## config.mk

```make
export PLATFORM = sky130hd
export DESIGN_NAME = mem_arbiter
export DESIGN_NICKNAME = d
export VERILOG_FILES = /design/src/rtl/cpu_types_pkg.sv /design/src/rtl/arb_starve_ctr.sv /design/src/rtl/mem_arbiter.sv
export SDC_FILE = /design/constraint.sdc
export NUM_CORES = 1
export LEC_CHECK = 0
export CAP_MARGIN = 20
export CORE_AREA = 8 8 97 99
export CTS_CLUSTER_DIAMETER = 80
export CTS_CLUSTER_SIZE = 8
export DETAILED_ROUTE_END_ITERATION = 10
export DIE_AREA = 0 0 105 107
export PLACE_DENSITY = 0.79
export SYNTH_ARGS = -nofsm -noshare
export SYNTH_HDL_FRONTEND = slang
export SYNTH_SLANG_ARGS = --single-unit
```

## constraint.sdc

```tcl
create_clock -name CLK -period 3.2 [get_ports CLK]
set_input_delay 0.64 -clock CLK [delete_from_list [all_inputs] [get_ports CLK]]
set_output_delay 0.64 -clock CLK [all_outputs]
set_load 0.05 [all_outputs]
```

## src/rtl/cpu_types_pkg.sv

```systemverilog
// Shared CPU-side types: RAM word and the RAM handshake state.
package cpu_types_pkg;

  typedef logic [31:0] word_t;

  typedef enum logic [1:0] {
    FREE   = 2'd0,
    BUSY   = 2'd1,
    ACCESS = 2'd2,
    ERROR  = 2'd3
  } ramstate_t;

  localparam int unsigned STARVE_W = 4;

endpackage

```

## src/rtl/arb_starve_ctr.sv

```systemverilog
// Saturating counter of consecutive data-side grants taken while the
// instruction side was waiting. o_sat forces the next grant to the icache.
import cpu_types_pkg::*;

module arb_starve_ctr #(
  parameter int unsigned MAX = 4
) (
  input  logic i_clk,
  input  logic i_rst,
  input  logic i_inc,
  input  logic i_clr,
  output logic o_sat
);

  localparam logic [STARVE_W-1:0] MAX_C = STARVE_W'(MAX);

  logic [STARVE_W-1:0] r_cnt;

  // Count up on request, hold at MAX; clear wins over increment.
  always_ff @(posedge i_clk) begin
    if (i_rst) begin
      r_cnt <= '0;
    end else if (i_clr) begin
      r_cnt <= '0;
    end else if (i_inc && (r_cnt != MAX_C)) begin
      r_cnt <= r_cnt + 1'b1;
    end
  end

  assign o_sat = (r_cnt == MAX_C);

endmodule

```

## src/rtl/mem_arbiter.sv

```systemverilog
// Shares one single-ported RAM between icache and dcache. Data side has
// priority; a starvation counter bounds how long the icache can be held off.
//
// state   | meaning
// IDLE    | no grant, RAM enables low, arbitrate for next cycle
// GRANT_I | icache owns the RAM port until ACCESS, ERROR or request drop
// GRANT_D | dcache owns the RAM port until ACCESS, ERROR or request drop
import cpu_types_pkg::*;

module mem_arbiter #(
  parameter int unsigned STARVE_MAX = 4
) (
  input  logic      CLK,
  input  logic      RST,
  input  logic      iREN,
  input  word_t     iaddr,
  output logic      iwait,
  output word_t     iload,
  input  logic      dREN,
  input  logic      dWEN,
  input  word_t     daddr,
  input  word_t     dstore,
  output logic      dwait,
  output word_t     dload,
  output logic      ramREN,
  output logic      ramWEN,
  output word_t     ramaddr,
  output word_t     ramstore,
  input  word_t     ramload,
  input  ramstate_t ramstate,
  output logic      err
);

  typedef enum logic [1:0] {
    IDLE    = 2'd0,
    GRANT_I = 2'd1,
    GRANT_D = 2'd2
  } arb_state_t;

  arb_state_t r_state;
  arb_state_t w_next;
  logic       r_err;
  logic       w_err_set;
  logic       w_inc;
  logic       w_clr;
  logic       w_sat;

  arb_starve_ctr #(.MAX(STARVE_MAX)) u_starve (
    .i_clk (CLK),
    .i_rst (RST),
    .i_inc (w_inc),
    .i_clr (w_clr),
    .o_sat (w_sat)
  );

  // State and sticky error registers.
  always_ff @(posedge CLK) begin
    if (RST) begin
      r_state <= IDLE;
      r_err   <= 1'b0;
    end else begin
      r_state <= w_next;
      if (w_err_set) r_err <= 1'b1;
    end
  end

  // Arbitration, RAM port mux and wait pulses; a dropped request releases
  // the grant without touching the RAM.
  always_comb begin
    w_next    = r_state;
    iwait     = 1'b1;
    dwait     = 1'b1;
    ramREN    = 1'b0;
    ramWEN    = 1'b0;
    ramaddr   = '0;
    ramstore  = '0;
    w_inc     = 1'b0;
    w_clr     = 1'b0;
    w_err_set = 1'b0;
    case (r_state)
      IDLE: begin
        if (iREN && w_sat) begin
          w_next = GRANT_I;
          w_clr  = 1'b1;
        end else if (dREN || dWEN) begin
          w_next = GRANT_D;
          w_inc  = iREN;
          w_clr  = ~iREN;
        end else if (iREN) begin
          w_next = GRANT_I;
          w_clr  = 1'b1;
        end else begin
          w_clr  = 1'b1;
        end
      end
      GRANT_I: begin
        if (!iREN) begin
          w_next = IDLE;
        end else begin
          ramREN  = 1'b1;
          ramaddr = iaddr;
          if (ramstate == ACCESS) begin
            iwait  = 1'b0;
            w_next = IDLE;
          end else if (ramstate == ERROR) begin
            w_err_set = 1'b1;
            w_next    = IDLE;
          end
        end
      end
      GRANT_D: begin
        if (!(dREN || dWEN)) begin
          w_next = IDLE;
        end else begin
          ramWEN   = dWEN;
          ramREN   = dREN & ~dWEN;
          ramaddr  = daddr;
          ramstore = dstore;
          if (ramstate == ACCESS) begin
            dwait  = 1'b0;
            w_next = IDLE;
          end else if (ramstate == ERROR) begin
            w_err_set = 1'b1;
            w_next    = IDLE;
          end
        end
      end
      default: w_next = IDLE;
    endcase
  end

  assign iload = ramload;
  assign dload = ramload;
  assign err   = r_err;

endmodule
```

# After elaboration in Yosys (flattened, before gate mapping)
# Index checks and enable logic that the tools add are counted.
# W data, S select, Z words.
# word_totals
register_bits	7
in_bits	135
output_inout_bits	133
# classes
n_addsub	1
n_eq_ne	7
mux	34
n_bitwise	3
reduce_logical	5
# op_table
operator	count
$mux W32	4
$pmux W32 S2	1
$mux W1	19
$mux W2	7
$eq A2 B2 Y1 const B	3
$pmux W2 S3	1
$add A4 B1 Y4 const B	1
$eq A4 B3 Y1 const B	1
$ne A4 B3 Y1 const B	1
$ne A4 B4 Y1 const B	1
$pmux W1 S2	2
$eq A2 B1 Y1 const B	1
$logic_and A1 B1 Y1	2
$logic_not A2 Y1	1
$not A1 Y1	2
$reduce_or A2 Y1	1
$and A1 B1 Y1	1
$logic_or A1 B1 Y1	1

# Depth between registers and ports, before layout
# depth
word_depth	5
mapped_depth	7

# By module
# Synthesis repeated with hierarchy kept, for this count alone.
# hier_totals
hier_cells	233
hier_area_um2	1721.7
# by_module_without_submodules
mod	n_inst	cells_per_inst	area_each_um2	seq_area_each_um2
mem_arbiter	1	208	1492.7	60.1
arb_starve_ctr	1	25	229.0	80.1

# Worst setup path before layout
# OpenSTA, ideal clock, no wires.
# synth_path
kind	input -> output
start	input port dREN
end	output port ramaddr[0]
arrival_ns	1.870
t_required_ns	2.560
slack_ns	0.690
stages	4
path_buffers	1
path_cell_list	o21a_1 clkbuf_1 a22oi_1 nor2b_1
# synth_between
elab_chain_cells	3
# synth_rtl
element	line_no	rtl
start: declaration	mem_arbiter.sv:19	input logic dREN,
$logic_or A1 B1 Y1	mem_arbiter.sv:112	if (!(dREN || dWEN)) begin
$mux W32	mem_arbiter.sv:112	
$pmux W32 S2	mem_arbiter.sv:80	case (r_state)
end: declaration	mem_arbiter.sv:27	output word_t ramaddr,
# Every way passes these cells.

# Final worst setup path
# layout_path
start	input port dREN
end	output port ramaddr[16]
# The elaborated chain is that of the path after synthesis.

==> metrics.txt <==
status complete, no violations; Max clock buf depth 2; warnings from Yosys 0; CTS resizes 0; filler cell count 732; CTS tree yes; initial core utilization 21.53%; hold path depth 2; main flop type after synthesis dfxtp_1; crit-path max FO 26; DR WL/cell 19.70 µm; post-synthesis cell count 233; worst reg2reg path endpoint r_state[0]$_SDFFE_PP0P_; initial antenna violation count 0; synthesized flop and latch total 7; GRT Total Usage 14.12%; setup TNS 0 ns; DRC 0; post-synth cell types 32; Worst Slack Setup Final 0.2739 ns; GRT overflow 0; Cell Area, Synth 0.001707 mm²; WS Path Type input port to primary output; Cells after DPL 433; clk_skew 0.005086 ns; final setup fails 0; # port buffers 171; die area 0.01124 mm²; Cell Pwr Density 239.8 mW/mm²; multi-input logic area 985.9 µm²; Syn Nets 374; Hold WC Path Type flip-flop to flip-flop; Area after DPL 0.003702 mm²; initial DRC count 65; cell area after layout 0.003747 mm²; vias in the first global route 2089; Post-Place Setup Slack 0.3045 ns; Arrival @ worst endpoint 2.29 ns; hold path start err$_SDFFE_PP0P_; Critical path origin dREN; H-tree levels 1; endpoints failing hold 0; Seq. cell area 140.1 µm²; RD Place Congestion 0.8227; DP Wirelength 7325 µm; Routed WL 8607 µm; CP endpoint kind primary output; hold-critical path endpoint err$_SDFFE_PP0P_; Via Count 1953; Clk Latency, worst-skew pair 0.24 ns; internal reg-to-reg setup slack 1.51 ns; die height 107 µm; Hold-fix buffers, CTS 0; Pre-Repair DR Iteration Count 4; Syn-to-layout area delta 119.6%; RSZ-0062 raised after global routing false; total chip power 898.8 µW; Num CTS Buffers 3; crit share post-route 91.44%; crit path launch type input port; Slew headroom 64.57%; Synth area leaders buf_4 (28%), a22oi_1 (14%), and2_1 (12%), nor2b_1 (12%), dfxtp_1 (8.2%); ANT cells 0; clk slew on worst S/H paths 0.04 ns; Nets 474; P_leak 0.001361 µW; register area share after synthesis 8.211%; clock sinks 7; # rows 33; Syn Area/Cell 7.325 µm²; worst vdd ir 258.4 µV; Max Slew Vio Count 0; I/O pin count 268; asr flop ratio synth 0%; largest net degree at the start of global routing 42; Post-CTS Setup Bufs 0; die extent in x 105 µm; Slew @ Worst Pin 0.5298 ns; Cell Count, Final, Fillers Out 437; Worst R2R Start r_state[0]$_SDFFE_PP0P_; R2R depth 5; post-route ant nets 0; Post-synth EDFFs 0; crit path time final 2.926 ns; Achievable Freq 341.7 MHz; Yosys top cell area share 28.15%; Max Cap Viol 0; cell taking the most area after synthesis buf_4; core region area 0.007928 mm²; CTS Root Buffer Type clkbuf_8; Critical Path RT 2.56 ns; first-pass GRT wire length 12640 µm; layout cells sized above 1 23.19%; routed vias/inst 4.469
sequential cells by signal, indices dropped and copies added (netlist names):
register / cells
u_starve.r_cnt: 4
err: 1
r_state: 2
synth_stat cells, types with 2 or more instances:
cell type	number
nand4b_1	2
buf_4	64
o2111ai_1	2
nand4_1	3
nor2b_1	34
and2_1	34
nand2b_1	4
a31oi_1	2
clkbuf_1	5
ha_1	6
o32ai_1	2
clkbuf_2	2
nand2_1	2
inv_1	6
a21oi_1	3
a22oi_1	32
dfxtp_1	7
o21a_1	3
buf_2	7
critical path, stage by stage:
cell and delay, ns:
clkdlybuf4s50_1 0.59, o21a_2 0.21, buf_4 0.29, a22oi_1 0.11
nor2b_1 0.26, buf_12 0.18
placed cells by master (no fill, tap or decap), drive strengths merged, types with 2 or more instances in the layout:
cell type	n
ha	6
clkbuf	4
buf	72
dfxtp	7
nand4	3
and2	34
a22oi	32
o2111ai	2
nand4b	2
a21oi	3
inv	6
o21a	3
o32ai	2
clkdlybuf4s50	103
nand2	2
a31oi	2
nand2b	4
nor2b	34
area by class of cell:
cell class | instances | share of cell area (%)
repair buffers | 175 | 64.64
multi-input cells | 140 | 26.31
flip-flops and latches | 7 | 3.740
well taps | 105 | 3.506
clock buffers | 4 | 1.202
inverters | 6 | 0.6010
layer usage:
| metal | vias up | global-route usage [%] | wire length [µm] |
|---|---|---|---|
| li1 | 930 | - | - |
| met3 | 28 | 2.999 | 504 |
| met2 | 93 | 28.64 | 5023 |
| met1 | 902 | 13.49 | 2882 |
| met5 | - | 0 | 0 |
| met4 | 0 | 5.403 | 197 |
logic make-up (layout without fill, tap and decap cells):
kind of cell / Yosys count / in the layout / synth area share [%]
and+or+nand+nor: 87 / 87 / 32.92
adders and majority gates: 6 / 6 / 4.399
AOI/OAI and AO/OA: 47 / 47 / 20.38
DFF: 7 / 7 / 8.211
buffers and inverters: 86 / 185 / 34.09
per-stage QoR:
stage / hold WS (ns) / util, %
2_1_floorplan: 0.4835 / -
3_3_place_gp: 0.4391 / 46.70
3_5_place_dp: 0.4442 / 46.70
4_1_cts: 0.4504 / 47.27
5_1_grt: 0.4821 / 47.27
6_report: 0.4420 / 47.27
where the power goes:
part	switching (µW)	total [µW]	leakage (µW)	internal, µW
clock	42.8	129	0.0000228	86.5
sequential	4.31	96.6	0.0000570	92.3
combinational	321	673	0.00128	352
total	368	899	0.00136	530
how the worst max path moves through the flow:
stage	end	slack [ns]	depth (start not counted)
global placement	ramaddr[15]	0.36	6
finish	ramaddr[16]	0.27	6
floorplan	ramaddr[0]	0.69	4
detailed placement	ramaddr[16]	0.30	6
CTS	ramaddr[16]	0.28	6
global route	ramaddr[16]	0.17	6
(Power assumes the default switching activity.)
